`src/rtl/mesh_out_collector_if.sv`:
```
// Bundle of mesh exit handshake, consumer valid/ready and status signals
// for mesh_out_collector. The collector uses the slave view; the mesh and
// result logic (or a bench) use the master view.
interface mesh_out_collector_if #(
    parameter int WIDTH     = 15,
    parameter int PKT_CNT_W = 16,
    parameter int ERR_CNT_W = 8
);
    logic                 o_req;
    logic [WIDTH-1:0]     o_data;
    logic                 o_ack;
    logic                 out_valid;
    logic                 out_ready;
    logic [WIDTH-1:0]     out_data;
    logic                 out_hop_err;
    logic [PKT_CNT_W-1:0] pkt_count;
    logic [ERR_CNT_W-1:0] err_count;

    modport slave (
        input  o_req, o_data, out_ready,
        output o_ack, out_valid, out_data, out_hop_err, pkt_count, err_count
    );

    modport master (
        output o_req, o_data, out_ready,
        input  o_ack, out_valid, out_data, out_hop_err, pkt_count, err_count
    );
endinterface

```
`src/rtl/mesh_out_collector.sv`:
```
// mesh_out_collector: clocked sink for the mesh exit channel O.
// Synchronizes the 4-phase request, pushes {data, hop_err} into a small
// circular FIFO, and presents the head through registered valid/ready
// outputs. Counts accepted and malformed packets with saturation.
module mesh_out_collector #(
    parameter int WIDTH       = 15,
    parameter int X_HOP_LOC   = 4,
    parameter int Y_HOP_LOC   = 7,
    parameter int SYNC_STAGES = 2,
    parameter int DEPTH       = 4,
    parameter int PKT_CNT_W   = 16,
    parameter int ERR_CNT_W   = 8
) (
    input  logic                clk,
    input  logic                rst_n,
    mesh_out_collector_if.slave bus
);
    localparam int AW = $clog2(DEPTH);
    localparam int PW = AW + 1;
    localparam int EW = WIDTH + 1;

    typedef enum logic [1:0] {
        IDLE       = 2'd0,
        WAIT_SPACE = 2'd1,
        ACK_HI     = 2'd2
    } state_t;

    // A packet is malformed when any residual hop bit is still set.
    function automatic logic f_hop_err(input logic [WIDTH-1:0] data);
        return |data[Y_HOP_LOC:X_HOP_LOC];
    endfunction

    logic [1:0]             r_rst_sync;
    logic                   w_run;
    logic [SYNC_STAGES-1:0] r_req_sync;
    logic                   w_req_s;
    state_t                 r_state;
    state_t                 w_state_nxt;
    logic                   r_ack;
    logic                   w_ack_nxt;
    logic                   w_push;
    logic                   w_push_hop;
    logic                   w_pop;
    logic [PW-1:0]          r_wr_ptr;
    logic [PW-1:0]          r_rd_ptr;
    logic [PW-1:0]          w_rd_ptr_nxt;
    logic                   w_full;
    logic                   w_head_avail;
    logic [EW-1:0]          r_mem [DEPTH];
    logic                   r_out_valid;
    logic [WIDTH-1:0]       r_out_data;
    logic                   r_out_hop_err;
    logic [PKT_CNT_W-1:0]   r_pkt_count;
    logic [ERR_CNT_W-1:0]   r_err_count;

    assign w_req_s      = r_req_sync[SYNC_STAGES-1];
    assign w_run        = r_rst_sync[1];
    assign w_push_hop   = f_hop_err(bus.o_data);
    // Full is judged on registered pointers only, so a pop in this cycle
    // frees space for a push one cycle later.
    assign w_full       = (r_wr_ptr[AW] != r_rd_ptr[AW]) &&
                          (r_wr_ptr[AW-1:0] == r_rd_ptr[AW-1:0]);
    assign w_pop        = r_out_valid & bus.out_ready;
    assign w_rd_ptr_nxt = r_rd_ptr + PW'(w_pop);
    // Compare against the pre-push write pointer: a fresh entry reaches the
    // output registers one edge after it is written.
    assign w_head_avail = (w_rd_ptr_nxt != r_wr_ptr);

    assign bus.o_ack       = r_ack;
    assign bus.out_valid   = r_out_valid;
    assign bus.out_data    = r_out_data;
    assign bus.out_hop_err = r_out_hop_err;
    assign bus.pkt_count   = r_pkt_count;
    assign bus.err_count   = r_err_count;

    // Reset release synchronizer: assert immediately, release after two edges.
    always_ff @(posedge clk or negedge rst_n) begin
        if (!rst_n) r_rst_sync <= 2'b00;
        else        r_rst_sync <= {r_rst_sync[0], 1'b1};
    end

    // Request synchronizer chain for the asynchronous o_req.
    always_ff @(posedge clk or negedge rst_n) begin
        if (!rst_n)      r_req_sync <= {SYNC_STAGES{1'b0}};
        else if (!w_run) r_req_sync <= {SYNC_STAGES{1'b0}};
        else             r_req_sync <= {r_req_sync[SYNC_STAGES-2:0], bus.o_req};
    end

    // Handshake FSM next-state, acknowledge and push decision.
    always_comb begin
        w_state_nxt = r_state;
        w_ack_nxt   = r_ack;
        w_push      = 1'b0;
        case (r_state)
            IDLE: begin
                w_ack_nxt = 1'b0;
                if (w_req_s && !w_full) begin
                    w_push      = 1'b1;
                    w_ack_nxt   = 1'b1;
                    w_state_nxt = ACK_HI;
                end else if (w_req_s) begin
                    w_state_nxt = WAIT_SPACE;
                end else begin
                    w_state_nxt = IDLE;
                end
            end
            WAIT_SPACE: begin
                w_ack_nxt = 1'b0;
                if (!w_full) begin
                    w_push      = 1'b1;
                    w_ack_nxt   = 1'b1;
                    w_state_nxt = ACK_HI;
                end else begin
                    w_state_nxt = WAIT_SPACE;
                end
            end
            ACK_HI: begin
                if (!w_req_s) begin
                    w_ack_nxt   = 1'b0;
                    w_state_nxt = IDLE;
                end else begin
                    w_ack_nxt   = 1'b1;
                    w_state_nxt = ACK_HI;
                end
            end
            default: begin
                w_ack_nxt   = 1'b0;
                w_state_nxt = IDLE;
            end
        endcase
    end

    // FSM state and registered acknowledge.
    always_ff @(posedge clk or negedge rst_n) begin
        if (!rst_n) begin
            r_state <= IDLE;
            r_ack   <= 1'b0;
        end else if (!w_run) begin
            r_state <= IDLE;
            r_ack   <= 1'b0;
        end else begin
            r_state <= w_state_nxt;
            r_ack   <= w_ack_nxt;
        end
    end

    // FIFO storage; contents are only meaningful between the pointers.
    always_ff @(posedge clk) begin
        if (w_push) r_mem[r_wr_ptr[AW-1:0]] <= {bus.o_data, w_push_hop};
    end

    // FIFO pointers with one wrap bit.
    always_ff @(posedge clk or negedge rst_n) begin
        if (!rst_n) begin
            r_wr_ptr <= {PW{1'b0}};
            r_rd_ptr <= {PW{1'b0}};
        end else if (!w_run) begin
            r_wr_ptr <= {PW{1'b0}};
            r_rd_ptr <= {PW{1'b0}};
        end else begin
            r_wr_ptr <= w_push ? (r_wr_ptr + PW'(1'b1)) : r_wr_ptr;
            r_rd_ptr <= w_rd_ptr_nxt;
        end
    end

    // Registered head presentation; holds while the consumer stalls.
    always_ff @(posedge clk or negedge rst_n) begin
        if (!rst_n) begin
            r_out_valid   <= 1'b0;
            r_out_data    <= {WIDTH{1'b0}};
            r_out_hop_err <= 1'b0;
        end else if (!w_run) begin
            r_out_valid   <= 1'b0;
            r_out_data    <= {WIDTH{1'b0}};
            r_out_hop_err <= 1'b0;
        end else begin
            r_out_valid <= w_head_avail;
            if (w_head_avail) begin
                {r_out_data, r_out_hop_err} <= r_mem[w_rd_ptr_nxt[AW-1:0]];
            end else begin
                r_out_data    <= r_out_data;
                r_out_hop_err <= r_out_hop_err;
            end
        end
    end

    // Saturating packet and hop-error counters, updated on push.
    always_ff @(posedge clk or negedge rst_n) begin
        if (!rst_n) begin
            r_pkt_count <= {PKT_CNT_W{1'b0}};
            r_err_count <= {ERR_CNT_W{1'b0}};
        end else if (!w_run) begin
            r_pkt_count <= {PKT_CNT_W{1'b0}};
            r_err_count <= {ERR_CNT_W{1'b0}};
        end else begin
            if (w_push && (r_pkt_count != {PKT_CNT_W{1'b1}}))
                r_pkt_count <= r_pkt_count + PKT_CNT_W'(1'b1);
            else
                r_pkt_count <= r_pkt_count;
            if (w_push && w_push_hop && (r_err_count != {ERR_CNT_W{1'b1}}))
                r_err_count <= r_err_count + ERR_CNT_W'(1'b1);
            else
                r_err_count <= r_err_count;
        end
    end
endmodule

```
`src/flat_wrapper.sv`:
```
// flat-port wrapper written by rule: the top's interface ports become plain ports
module mesh_out_collector_flat 
#(
    parameter int WIDTH       = 15,
    parameter int X_HOP_LOC   = 4,
    parameter int Y_HOP_LOC   = 7,
    parameter int SYNC_STAGES = 2,
    parameter int DEPTH       = 4,
    parameter int PKT_CNT_W   = 16,
    parameter int ERR_CNT_W   = 8
)
  (clk, rst_n, bus_o_req, bus_o_data, bus_out_ready, bus_o_ack, bus_out_valid, bus_out_data, bus_out_hop_err, bus_pkt_count, bus_err_count);
  mesh_out_collector_if #(.WIDTH(WIDTH), .PKT_CNT_W(PKT_CNT_W), .ERR_CNT_W(ERR_CNT_W)) bus_i ();
  input  logic clk;
  input  logic rst_n;
  input wire logic [$bits(bus_i.o_req)-1:0] bus_o_req;
  input wire logic [$bits(bus_i.o_data)-1:0] bus_o_data;
  input wire logic [$bits(bus_i.out_ready)-1:0] bus_out_ready;
  output wire logic [$bits(bus_i.o_ack)-1:0] bus_o_ack;
  output wire logic [$bits(bus_i.out_valid)-1:0] bus_out_valid;
  output wire logic [$bits(bus_i.out_data)-1:0] bus_out_data;
  output wire logic [$bits(bus_i.out_hop_err)-1:0] bus_out_hop_err;
  output wire logic [$bits(bus_i.pkt_count)-1:0] bus_pkt_count;
  output wire logic [$bits(bus_i.err_count)-1:0] bus_err_count;
  assign bus_i.o_req = bus_o_req;
  assign bus_i.o_data = bus_o_data;
  assign bus_i.out_ready = bus_out_ready;
  assign bus_o_ack = bus_i.o_ack;
  assign bus_out_valid = bus_i.out_valid;
  assign bus_out_data = bus_i.out_data;
  assign bus_out_hop_err = bus_i.out_hop_err;
  assign bus_pkt_count = bus_i.pkt_count;
  assign bus_err_count = bus_i.err_count;
  mesh_out_collector #(.WIDTH(WIDTH), .X_HOP_LOC(X_HOP_LOC), .Y_HOP_LOC(Y_HOP_LOC), .SYNC_STAGES(SYNC_STAGES), .DEPTH(DEPTH), .PKT_CNT_W(PKT_CNT_W), .ERR_CNT_W(ERR_CNT_W)) u_core (.clk(clk), .rst_n(rst_n), .bus(bus_i));
endmodule
```
`config.mk`:
```
export PLATFORM = sky130hd
export DESIGN_NAME = mesh_out_collector_flat
export DESIGN_NICKNAME = d
export VERILOG_FILES = /design/src/rtl/mesh_out_collector_if.sv /design/src/rtl/mesh_out_collector.sv /design/src/flat_wrapper.sv
export SDC_FILE = /design/constraint.sdc
export NUM_CORES = 1
export LEC_CHECK = 0
export BUFFER_PORTS_ARGS = -buffer_cell sky130_fd_sc_hd__buf_2
export CORE_MARGIN = 1.5
export CORE_UTILIZATION = 45
export CTS_BUF_LIST = sky130_fd_sc_hd__clkbuf_8
export DETAILED_ROUTE_END_ITERATION = 6
export GPL_ROUTABILITY_DRIVEN = 0
export SLEW_MARGIN = 20
export SYNTH_ARGS = -nofsm -noshare
export SYNTH_HDL_FRONTEND = slang
export SYNTH_SLANG_ARGS = --single-unit
```
`constraint.sdc`:
```
create_clock -name clk -period 3.6 [get_ports clk]
set_clock_uncertainty 0.2 [all_clocks]
set_input_delay 0.18 -clock clk [delete_from_list [all_inputs] [get_ports clk]]
set_output_delay 0.18 -clock clk [all_outputs]
set_load 0.02 [all_outputs]
```
### Word-level counts from Yosys, hierarchy flattened

Memory sizes are Yosys's and may differ from the RTL's.
Cells that the tools add are included.

| operators by class | value |
|---|---|
| add/sub/neg operators | 4 |
| equality and inequality tests | 11 |
| multiplexer cells | 27 |
| bitwise operators | 1 |
| reduce and logical (&&, ||, !) cells | 8 |

Operators by type and width:

| cell | number |
|---|---|
| two-way mux 16 bit | 2 |
| two-way mux 15 bit | 2 |
| adder 16 x 1 -> 16 bit (second input constant) | 1 |
| two-way mux 8 bit | 2 |
| != test 16 bit (second input constant) | 1 |
| two-way mux 1 bit | 10 |
| two-way mux 2 bit | 5 |
| two-way mux 3 bit | 3 |
| adder 8 x 1 -> 8 bit (second input constant) | 1 |
| != test 2 bit (second input constant) | 4 |
| != test 8 bit (second input constant) | 1 |
| case mux 2 bit (3 select lines) | 1 |
| logical AND 1 bit | 5 |
| OR reduction 4 bit | 1 |
| adder 3 x 1 -> 3 bit | 1 |
| adder 3 x 1 -> 3 bit (second input constant) | 1 |
| != test 3 bit | 1 |
| case mux 1 bit (3 select lines) | 1 |
| == test 2 x 1 -> 1 bit (second input constant) | 1 |
| == test 2 bit | 1 |
| == test 2 bit (second input constant) | 1 |
| logical NOT 2 bit | 1 |
| case mux 1 bit (2 select lines) | 1 |
| AND 1 bit | 1 |
| 2 further kinds | 2 |

| storage, ports and cells | value |
|---|---|
| flip-flop bits (word level) | 54 |
| memory bits (writable) | 64 |
| input port bits | 19 |
| output and inout bits | 42 |
| word-level logic and storage cells | 63 |
| memories kept | 1 |

Memories:

| memory | depth | width | read ports | clocked after Yosys merged registers in | write ports | line | text |
|---|---|---|---|---|---|---|---|
| u_core.r_mem | 4 | 16 | 1 | 0 | 1 | mesh_out_collector.sv:49 | `logic [EW-1:0] r_mem [DEPTH];` |

### Depth between registers and ports, before layout

Gate-level depths: netlist (run 1).

| logic depth | value |
|---|---|
| word-level depth | 10 |
| gate-level depth with buffers | 10 |
| depth with buffers taken out | 8 |

### Worst setup path before layout (run 1)

No wires, ideal clock.

| path | value |
|---|---|
| path type | register to register |
| start | register u_core.r_out_valid (netlist: u_core.bus.out_valid) |
| end | register u_core.r_out_data[4] (netlist: u_core.bus.out_data[4]) |
| library setup time | 132 ps |
| data arrival time | 2199 ps |
| data required time | 3268 ps |
| setup slack | 1069 ps |
| stages on the path, launching flop included | 9 |
| buffers on the path | 2 |
| cell sequence | dfrtp_1 -> and2_1 -> ha_1 -> ha_1 -> clkbuf_1 -> clkbuf_1 -> mux4_2 -> mux2i_1 -> nor2_1 |

| on the way | value |
|---|---|
| longest elaborated chain between the ends | 5 |
| elaborated cells between the ends (all ways) | 7 |
| those cells by class | 1 x add/sub; 2 x eq/ne; 2 x mux; 1 x bitwise; 1 x memory |

Ends and longest elaborated chain:

| item | line | text |
|---|---|---|
| from (decl) | mesh_out_collector.sv:50 | `logic r_out_valid;` |
| from (signal assigned) | mesh_out_collector.sv:177 | `r_out_valid <= w_head_avail;` |
| AND 1 bit * | mesh_out_collector.sv:63 | `assign w_pop = r_out_valid & bus.out_ready;` |
| adder 3 x 1 -> 3 bit * | mesh_out_collector.sv:64 | `assign w_rd_ptr_nxt = r_rd_ptr + PW'(w_pop);` |
| memory (4 x 16 bit) | -- |  |
| two-way mux 15 bit | mesh_out_collector.sv:178 | `if (w_head_avail) begin` |
| two-way mux 15 bit | mesh_out_collector.sv:172 | `end else if (!w_run) begin` |
| to (signal assigned) | mesh_out_collector.sv:174 | `r_out_data <= {WIDTH{1'b0}};` |
| to (signal assigned) | mesh_out_collector.sv:179 | `{r_out_data, r_out_hop_err} <= r_mem[w_rd_ptr_nxt[AW-1:0]];` |
| to (signal assigned) | mesh_out_collector.sv:181 | `r_out_data <= r_out_data;` |
| to (decl) | mesh_out_collector.sv:51 | `logic [WIDTH-1:0] r_out_data;` |

Mark *: on every way between the ends. The rest lies on a longest branch, timed or not. The select of a mux whose other input is x is not followed.
A chain may end at the register's enable or synchronous reset.

### Worst setup path after layout (run 1)

Same ends and word-level chain as after synthesis.

==> impl_metrics.ini, run 1 <==
[clocking]
cts_tree = yes
worstSkewPairLatency_ns = 0.43
ctsLongestPathBuffers = 2
cts_setup_buffers = 0
numCtsBuffers = 17
clkTransAtPathRegs_ns = 0.07
cts.sinks = 117
htree_levels = 4
cts_root_buffer = clkbuf_8
cts_resized = 0

[grt]
grt_pass1_vias = 3155
grt_pass1_wl_um = 16500
grt_max_degree = 47
antenna_found_initial = 0
grt_usage_pct = 19.0
overflow = 0

[synthesis]
async_flop_share_pct = 45.3
yosys.cell_types.count = 46
syn_inst = 336
ys.flop_type = edfxtp_1
ys_seq_area_share_pct = 65.1
yosys_register_bits = 117
netlist_area_sq_um = 4990
ys_warn_count = 0
synth_area_per_cell_sq_um = 14.8
synth_nets = 363
synth-edff-count = 64

[min_path]
hold_class = in -> async

[worst_setup_path]
crit_arrival_ns = 2.56
worstPathRequired_ns = 3.67
ff2ff_setup_slack_ns = 1.11
r2r_end = u_core.bus.out_data[4]
start_kind = register
cp-end-kind = register
rr_worst_depth = 6
cp_max_fo = 12
crit_type = reg -> reg
r2r_start = u_core.bus.out_valid

[power]
p_sw_uw = 704
p_clk_share_pct = 38.8
ir_drop_uv = 261
seq_power_share_pct = 52.1
power.density_nw_per_um2 = 471
p_leak_nw = 2.51
p_total_mw = 2.82
pwr-share-comb_pct = 9.1
swShare_pct = 25.0
internal_power_mw = 2.11

[place]
hpwl_um = 5980
port_buffers = 60

[sta]
slew_headroom_pct = 42.3
tns_ns = 0
rsz0062_at_grt = false
whs_ns = 0.0723
hold_viol = 0
max_slew.worst_pin.slew_ns = 0.864
post-route-min-period_ns = 2.49
period_share_pct = 69.1
slew_violations = 0
max_clock_freq_mhz = 402
setup_viol = 0

[drt]
wl_per_cell_um = 17.0
drt-total-wl_um = 9890
drt-vias-per-instance = 5.25
drt_iter0_drc = 132
antenna_left = 0
first_pass_iters = 4
via_count = 3046
drcViolationCount = 0

[floorplanning]
core_sq_um = 10800
core.rowCount = 38
die_w_um = 108
initial_core_util_pct = 46.0
die_y_um = 108
ios = 61
die_area_sq_um = 11700

[run_status]
status = finished clean

[layout]
area_delta_synth_final_pct = 20.0
drive_gt1_share_pct = 29.1
diodes = 0
final_common_cell = edfxtp_1
fin_nets = 454
final_cell_mix = edfxtp_1 (64), buf_2 (59), dfrtp_1 (53)

[flow_run]
maxCapViolCount = 0
worst max-delay path by stage:
| stage | start | end | cells past startpoint |
|---|---|---|---|
| 4_1_cts | u_core.bus.out_valid | u_core.bus.out_data[4] | 6 |
| 3_3_place_gp | u_core.bus.out_valid | u_core.bus.out_data[0] | 6 |
| 3_5_place_dp | u_core.bus.out_valid | u_core.bus.out_data[4] | 6 |
| 2_1_floorplan | u_core.bus.out_valid | u_core.bus.out_data[4] | 8 |
| 6_report | u_core.bus.out_valid | u_core.bus.out_data[4] | 6 |
| 5_1_grt | u_core.bus.out_valid | u_core.bus.out_data[0] | 6 |
through the flow:
step	cell area, sq um	util, %	worst slack (ns)	std cells
3_3_place_gp	5450	50.3	1.15	531
5_1_grt	5990	55.2	0.931	580
3_5_place_dp	5450	50.3	1.07	531
6_report	5990	55.2	1.11	580
4_1_cts	5980	55.2	1.05	580
2_1_floorplan	4990	-	1.07	336
critical path, stage by stage, from the launching register on:
cell and delay, ns:
dfrtp_1 0.37, and2_1 0.16, ha_1 0.51, buf_4 0.36
mux4_2 0.54, mux2i_1 0.14, nor2_1 0.06
registers in the layout (all words and copies together) (netlist names):
register	count
u_core.bus.out_data	15
u_core.bus.err_count	8
u_core.r_mem	64
u_core.bus.pkt_count	16
u_core.r_rd_ptr	3
u_core.r_state	1
u_core.r_req_sync	2
u_core.bus.o_ack	1
u_core.r_rst_sync	2
u_core.r_wr_ptr	3
u_core.bus.out_hop_err	1
u_core.bus.out_valid	1
timing repair:
action                                 CTS  global route
endpoints found under the hold margin  104             0
setup endpoints to repair                0             0
hold buffers                            17             0
per-layer routing:
metal | share of wire (%) | track usage [%]
met1 | 48 | 26.4
met4 | 1.3 | 6.20
met5 | 0 | 0
met3 | 4.3 | 5.91
met2 | 46 | 28.8
logic make-up after synthesis:
family,Yosys count,synth area share [%]
AO/OA/AOI/OAI,28,4.44
XOR/XNOR,25,4.54
adder cells (fa/ha/maj),8,2.01
buffers and inverters,18,1.88
flip-flops,117,65.1
multiplexers,33,10.6
other,1,0.0752
AND/OR/NAND/NOR,106,11.3
synth_stat cells (2+ instances only):
| cell type | instances | area share [%] |
|---|---|---|
| a211oi_2 | 3 | 0.75 |
| a21oi_1 | 8 | 0.80 |
| and2_1 | 9 | 1.1 |
| and3_1 | 2 | 0.25 |
| buf_2 | 3 | 0.30 |
| buf_4 | 2 | 0.30 |
| buf_6 | 2 | 0.45 |
| clkbuf_1 | 5 | 0.38 |
| dfrtp_1 | 53 | 27 |
| edfxtp_1 | 64 | 39 |
| ha_1 | 8 | 2.0 |
| inv_1 | 4 | 0.30 |
| mux2i_1 | 17 | 3.4 |
| mux4_2 | 16 | 7.2 |
| nand2_1 | 11 | 0.83 |
| nand3_1 | 13 | 1.3 |
| nand4_1 | 4 | 0.50 |
| nor2_1 | 43 | 3.2 |
| nor3_1 | 6 | 0.60 |
| nor4_1 | 2 | 0.25 |
| nor4_2 | 3 | 0.75 |
| o211ai_1 | 4 | 0.60 |
| o21ai_0 | 5 | 0.50 |
| or3_1 | 5 | 0.63 |
| xnor2_1 | 17 | 3.0 |
| xor2_1 | 7 | 1.2 |
power by group through the flow:
stage	clock, mW	combinational [mW]	sequential, mW
2_1_floorplan	0	0.137	1.52
3_3_place_gp	0	0.241	1.50
5_1_grt	1.18	0.281	1.47
6_report	1.09	0.256	1.47
3_5_place_dp	0	0.247	1.50
4_1_cts	1.12	0.261	1.47
layout make-up:
cell class              count  area [sq um]
clock buffers              18           248
clock inverters            14           113
fillers                   931          4850
inverters                   5          18.8
multi-input cells         201          1650
flip-flops and latches    117          3250
well taps                 140           175
repair buffers             85           533
No activity file was read; power rests on OpenSTA's default activity.
==> inputs of run 2 (changes only) <==
--- a/config.mk
+++ b/config.mk
@@ -5,12 +5,14 @@
 export SDC_FILE = /design/constraint.sdc
 export NUM_CORES = 1
 export LEC_CHECK = 0
+export ABC_AREA = 1
 export BUFFER_PORTS_ARGS = -buffer_cell sky130_fd_sc_hd__buf_2
 export CORE_MARGIN = 1.5
 export CORE_UTILIZATION = 45
 export CTS_BUF_LIST = sky130_fd_sc_hd__clkbuf_8
 export DETAILED_ROUTE_END_ITERATION = 6
 export GPL_ROUTABILITY_DRIVEN = 0
+export PLACE_DENSITY = 0.67
 export SLEW_MARGIN = 20
 export SYNTH_ARGS = -nofsm -noshare
 export SYNTH_HDL_FRONTEND = slang
==> constraint.sdc (replaced) <==
create_clock -name clk -period 2.2 [get_ports clk]
set_clock_uncertainty 0.2 [all_clocks]
set_input_delay 0.11 -clock clk [delete_from_list [all_inputs] [get_ports clk]]
set_output_delay 0.11 -clock clk [all_outputs]
set_load 0.02 [all_outputs]
==> run 2 against run 1 <==
Compared with the run above:
- worst hold slack gained 0.081 ns
- count of clock-buffer cells in the layout is the same
- largest cell class unchanged
- sequential power grew 64%
- clock power grew 63%
- core utilization grew 0.91 points
- non-clock buffer count grew 8
- global-route usage grew 0.21 points
- total power grew 65%
- combinational power grew 77%
- design area grew 7.5%
- highest routed layer unchanged
- cell count grew 34%
- synthesized cell count grew 59%
- largest power group unchanged
==> impl_metrics.ini, run 2 <==
[run_status]
status = finished clean

[sta]
post-route-min-period_ns = 2.15
period_share_pct = 97.8
hold_viol = 0
max_clock_freq_mhz = 465
setup_viol = 0
max_slew.worst_pin.slew_ns = 0.964
slew_headroom_pct = 35.5
slew_violations = 0

[floorplanning]
core.rowCount = 39
die_area_sq_um = 12500
ios = 61
die_w_um = 112
initial_core_util_pct = 46.4
die_y_um = 112
core_sq_um = 11500

[power]
ir_drop_uv = 590
p_total_mw = 4.65
power.density_nw_per_um2 = 722
p_leak_nw = 2.93

[drt]
drt-vias-per-instance = 5.07
first_pass_iters = 4
antenna_left = 0
drcViolationCount = 0
via_count = 3949
drt_iter0_drc = 321
drt-total-wl_um = 11300
wl_per_cell_um = 14.5

[clocking]
numCtsBuffers = 17
cts.sinks = 117
cts_tree = yes
worstSkewPairLatency_ns = 0.44
cts_root_buffer = clkbuf_8
clkTransAtPathRegs_ns = 0.08
ctsLongestPathBuffers = 2
htree_levels = 4

[layout]
final_cell_mix = nand2_1 (184), edfxtp_1 (64), buf_2 (60)
diodes = 0
final_common_cell = nand2_1
finish.utilization_pct = 56.1
area_delta_synth_final_pct = 20.8
largest_reg_flops = 64
fin_nets = 650
drive_gt1_share_pct = 20.3

[synthesis]
yosys.area_share.simple_pct = 24.8
yosys.cell_types.count = 33
syn_inst = 533
yosys_register_bits = 117
synth_fa_ha_area_share_pct = 1.88
ys_warn_count = 0
muxShareOfSynthArea_pct = 0
netlist_area_sq_um = 5330
ys_seq_area_share_pct = 61.0
synth_top_family_by_area = simple AND/OR/NAND/NOR gates
synth_top_area_cell = edfxtp_1
yosys-top-cells-count = nand2_1 (184), edfxtp_1 (64), dfrtp_1 (53)
synth_compound_area_share_pct = 5.17
synth_nets = 560
async_flop_share_pct = 45.3
synth_top_cell_area_share_pct = 36.1
synthMostInstantiatedCell = nand2_1
synth_area_per_cell_sq_um = 9.99
synth_xor_area_share_pct = 2.30
synthTopCellsByArea = edfxtp_1 (36%), dfrtp_1 (25%), nand2_1 (13%)
ys.flop_type = edfxtp_1
synth-edff-count = 64

[min_path]
whs_path_depth = 0
hold_class = reg -> reg

[grt]
grt_pass1_vias = 3899
grt_usage_pct = 19.3
grt_pass1_wl_um = 18700
grt_max_degree = 51
antenna_found_initial = 0
overflow = 0

[worst_setup_path]
crit_arrival_ns = 2.34
worstPathRequired_ns = 2.38
cp_max_fo = 5
rr_worst_depth = 11
cp-end-kind = register
crit_type = reg -> reg
start_kind = register

[place]
hpwl_um = 7030
port_buffers = 60

[flow_run]
maxCapViolCount = 0
[run 2: cell types whose count changed in the layout (fill, tap and decap cells not counted), moves of 7 or more]
cell      before  now
a32oi_1        0   16
nor2_1        43   36
xnor2_1       17    2
nand2_1       11  184
nand3_2        0    7
and2_1         9    0
mux4_2        16    0
inv_1          6   33
nand3b_1       0    9
a21oi_1        8   17
buf_12         0    7
mux2i_1       17    0
nand3_1       13   38
[run 2: worst paths after layout]
path	from	end	slack [ns]
setup reg to reg	u_core.bus.out_valid	u_core.bus.out_data[13]	0.05
hold / removal	u_core.r_rst_sync[0]	u_core.r_rst_sync[1]	0.15
hold reg to reg	u_core.r_rst_sync[0]	u_core.r_rst_sync[1]	0.15
min in group asynchronous	rst_n	u_core.bus.pkt_count[14]	0.57
setup / recovery	u_core.bus.out_valid	u_core.bus.out_data[13]	0.05
max in group asynchronous	rst_n	u_core.bus.out_data[2]	0.50
[run 2: timing repair]
action	in CTS	in global routing
resized for setup	0	1
hold endpoints to repair	118	0
pin swaps	1	0
hold buffers	19	0
setup buffers	2	2
cloned	0	0
setup endpoints to repair	15	16
[run 2: stage by stage]
| stage | hold WS, ns | setup TNS (ns) | cells | worst slack, ns | instance area [sq um] |
|---|---|---|---|---|---|
| 2_1_floorplan | -0.386 | 0 | 533 | 0.0204 | 5330 |
| 3_3_place_gp | -0.0838 | 0 | 724 | 0.115 | 5830 |
| 3_5_place_dp | -0.0716 | -0.0387 | 724 | -0.0179 | 5830 |
| 4_1_cts | 0.141 | 0 | 777 | 0.0787 | 6410 |
| 5_1_grt | 0.166 | -0.203 | 779 | -0.0391 | 6440 |
| 6_report | 0.154 | 0 | 779 | 0.0475 | 6440 |
[run 2: kinds of logic after synthesis]
logic type | after synthesis
buffers and inverters | 57
AOI/OAI and AO/OA | 41
DFF | 117
other | 1
and+or+nand+nor | 295
adders and majority gates | 8
xor gates and xnor gates | 14
[run 2: report_power, final]
part | switching, mW | internal [mW] | total (mW) | leakage, nW
logic | 0.292 | 0.162 | 0.454 | 1.44
clock network | 0.948 | 0.833 | 1.78 | 0.186
registers | 0.0427 | 2.37 | 2.41 | 1.31
total | 1.28 | 3.37 | 4.65 | 2.93
[run 2: cell type report]
type                            instances  area, sq um
Timing Repair Buffer                   93          683
Sequential cell                       117         3250
Clock inverter                         14          115
Tap cell                              143          179
Inverter                               35          133
Clock buffer                           18          248
Multi-Input combinational cell        359         1830
Fill cell                             964         5030
[run 2: routing by layer]
layer	vias up	routed length (um)	global-route usage, %
li1	1965	-	-
met1	1861	5000	23.7
met2	99	5550	31.3
met3	24	506	6.10
met4	0	254	8.27
met5	-	0	0
[run 2: worst max-delay path, stage by stage (launching register included)]
cell and delay [ns]:
dfrtp_1 0.39, nand2_1 0.07, inv_1 0.05, ha_1 0.17, ha_1 0.29, xor2_1 0.16, a21oi_2 0.16, nand2_1 0.13
nor2_4 0.16, buf_4 0.18, nand2_1 0.06, nand2_1 0.06
==> inputs of run 3 (changes only) <==
--- a/config.mk
+++ b/config.mk
@@ -12,7 +12,9 @@
 export CTS_BUF_LIST = sky130_fd_sc_hd__clkbuf_8
 export DETAILED_ROUTE_END_ITERATION = 6
 export GPL_ROUTABILITY_DRIVEN = 0
+export GPL_TIMING_DRIVEN = 0
 export PLACE_DENSITY = 0.67
+export RECOVER_POWER = 100
 export SLEW_MARGIN = 20
 export SYNTH_ARGS = -nofsm -noshare
 export SYNTH_HDL_FRONTEND = slang
==> run 3 against run 2 <==
Compared with the run above:
- flip-flop and latch count unchanged
- design area rose by 2.0%
- sequential power about the same
- critical endpoint is now u_core.bus.out_data[10]
- highest routed layer unchanged
==> impl_metrics.ini, run 3 (synthesis results as in run 2) <==
[place]
dp_cells = 740
hpwl_um = 7810
port_buffers = 60
pre_cts_slack_ns = -0.219

[grt]
grt_pass1_vias = 3992
overflow = 0
grt_pass1_wl_um = 20500
antenna_found_initial = 0
grt_usage_pct = 21.3
grt_max_degree = 54

[worst_setup_path]
ff2ff_setup_slack_ns = 0.05
cp_max_fo = 5
crit_type = reg -> reg
r2r_end = u_core.bus.out_data[10]
worstPathRequired_ns = 2.39
crit_slowest_cell = dfrtp_1
cp-end-kind = register
start_kind = register
path_cells = nand2_2, inv_2, ha_4, ha_4, xor2_2, a21oi_2, buf_4, a21oi_4, buf_6, nand2_4, nand2_2
crit_arrival_ns = 2.34
r2r_start = u_core.bus.out_valid
rr_worst_depth = 11
slowest_delay_ns = 0.40

[floorplanning]
core.rowCount = 39
initial_core_util_pct = 46.4
die_y_um = 112
die_area_sq_um = 12500
die_w_um = 112
ios = 61
core_sq_um = 11500

[power]
p_leak_nw = 2.90
seq_power_share_pct = 51.5
pwr-share-comb_pct = 10.9
power.density_nw_per_um2 = 713
p_clk_share_pct = 37.6
ir_drop_uv = 581
internal_power_mw = 3.36
swShare_pct = 28.2
p_sw_mw = 1.32

[layout]
nFillCells = 992
final_common_cell = nand2_1
drive_gt1_share_pct = 20.0
fin_nets = 668
area_delta_synth_final_pct = 23.3
instances_no_fill = 797
final_cell_mix = nand2_1 (175), edfxtp_1 (64), dfrtp_1 (53)
diodes = 0
largest_reg_flops = 64

[clocking]
clkTransAtPathRegs_ns = 0.08
htree_levels = 4
cts_tree = yes
ctsLongestPathBuffers = 2
cts_root_buffer = clkbuf_8
numCtsBuffers = 17
cts.sinks = 117
worstSkewPairLatency_ns = 0.45

[run_status]
status = finished clean

[drt]
drt_iter0_drc = 419
first_pass_iters = 6
antenna_left = 0
via_count = 4173
wl_per_cell_um = 15.8
drt-total-wl_um = 12600
drcViolationCount = 0
drt-vias-per-instance = 5.24

[sta]
setup_viol = 0
worst_slack_ns = 0.0498
slew_headroom_pct = 7.01
slew_violations = 0
max_slew.worst_pin.slew_ns = 1.39
post-route-min-period_ns = 2.15
period_share_pct = 97.7
max_clock_freq_mhz = 465
hold_viol = 0
rsz0062_at_grt = true

[min_path]
hold_class = reg -> reg
whs_path_depth = 0
min_to = u_core.r_rst_sync[1]
hp-start = u_core.r_rst_sync[0]

[flow_run]
maxCapViolCount = 0
[run 3: cell count changes in the layout (fill, tap and decap cells not counted), moves of 3 or more]
cell,delta
nand2_1,-9
buf_12,-7
nand2_2,+7
clkbuf_1,+35
buf_6,+6
buf_2,-31
clkinv_2,+3
nor2_1,-4
clkbuf_2,+10
buf_8,+6
[run 3: power by group through the flow]
stage,clock (mW),combinational [mW],sequential (mW)
6_report,1.76,0.510,2.41
5_1_grt,1.90,0.562,2.42
4_1_cts,1.79,0.486,2.41
3_5_place_dp,0,0.435,2.45
3_3_place_gp,0,0.420,2.45
2_1_floorplan,0,0.207,2.50
[run 3: worst max path at each step]
| stage | cells past startpoint | endpoint | slack, ns | start |
|---|---|---|---|---|
| floorplan | 12 | u_core.bus.out_data[10] | 0.02 | u_core.bus.out_valid |
| global placement | 6 | u_core.r_mem[0][9] | -0.62 | u_core.r_wr_ptr[1] |
| detailed placement | 11 | u_core.bus.out_data[10] | -0.22 | u_core.bus.out_valid |
| CTS | 12 | u_core.bus.out_data[10] | 0.01 | u_core.bus.out_valid |
| global route | 11 | u_core.bus.out_data[11] | -0.03 | u_core.bus.out_valid |
| finish | 11 | u_core.bus.out_data[10] | 0.05 | u_core.bus.out_valid |
[run 3: final cells by class]
| class | count | area (sq um) | share of cell area (%) |
|---|---|---|---|
| repair buffers | 91 | 601 | 9.15 |
| clock inverters | 14 | 104 | 1.58 |
| well taps | 143 | 179 | 2.72 |
| inverters | 35 | 133 | 2.02 |
| flip-flops and latches | 117 | 3250 | 49.5 |
| plain buffers | 20 | 131 | 2.00 |
| clock buffers | 18 | 248 | 3.77 |
| multi-input cells | 359 | 1920 | 29.3 |
[run 3: timing repair]
action                     in CTS  in global routing
gates resized for setup        15                 25
hold buffers                   17                  0
hold endpoints to repair      118                  0
setup endpoints to repair      17                 38
pin swaps                       2                  8
setup buffers                   7                  1
gates cloned                    1                  1
[run 3: worst max-delay path, delay by kind of cell (launching register included)]
kind,cells,cell delay [ns]
adders and majority gates,2,0.45
DFF,1,0.40
buffers and inverters,3,0.37
AOI/OAI and AO/OA,2,0.30
and+or+nand+nor,3,0.21
xor gates and xnor gates,1,0.15
[run 3: through the flow]
step                setup TNS (ns)  util, %  instance area [sq um]  hold slack (ns)  power [mW]
detailed placement           -2.30     51.3                   5880           0.0202        2.89
CTS                              0     56.7                   6500           0.0681        4.69
floorplan                        0        -                   5330           -0.386        2.71
finish                           0     57.3                   6570            0.155        4.68
global route                -0.166     57.3                   6570            0.165        4.89
global placement            -38.64     50.6                   5810            0.115        2.87
[run 3: per-layer routing]
layer	vias to the layer above	global-route usage, %	wire (um)
met5	-	0	0
met4	0	8.69	346
met3	29	6.53	733
met2	124	33.6	5940
met1	2021	27.5	5540
li1	1999	-	-
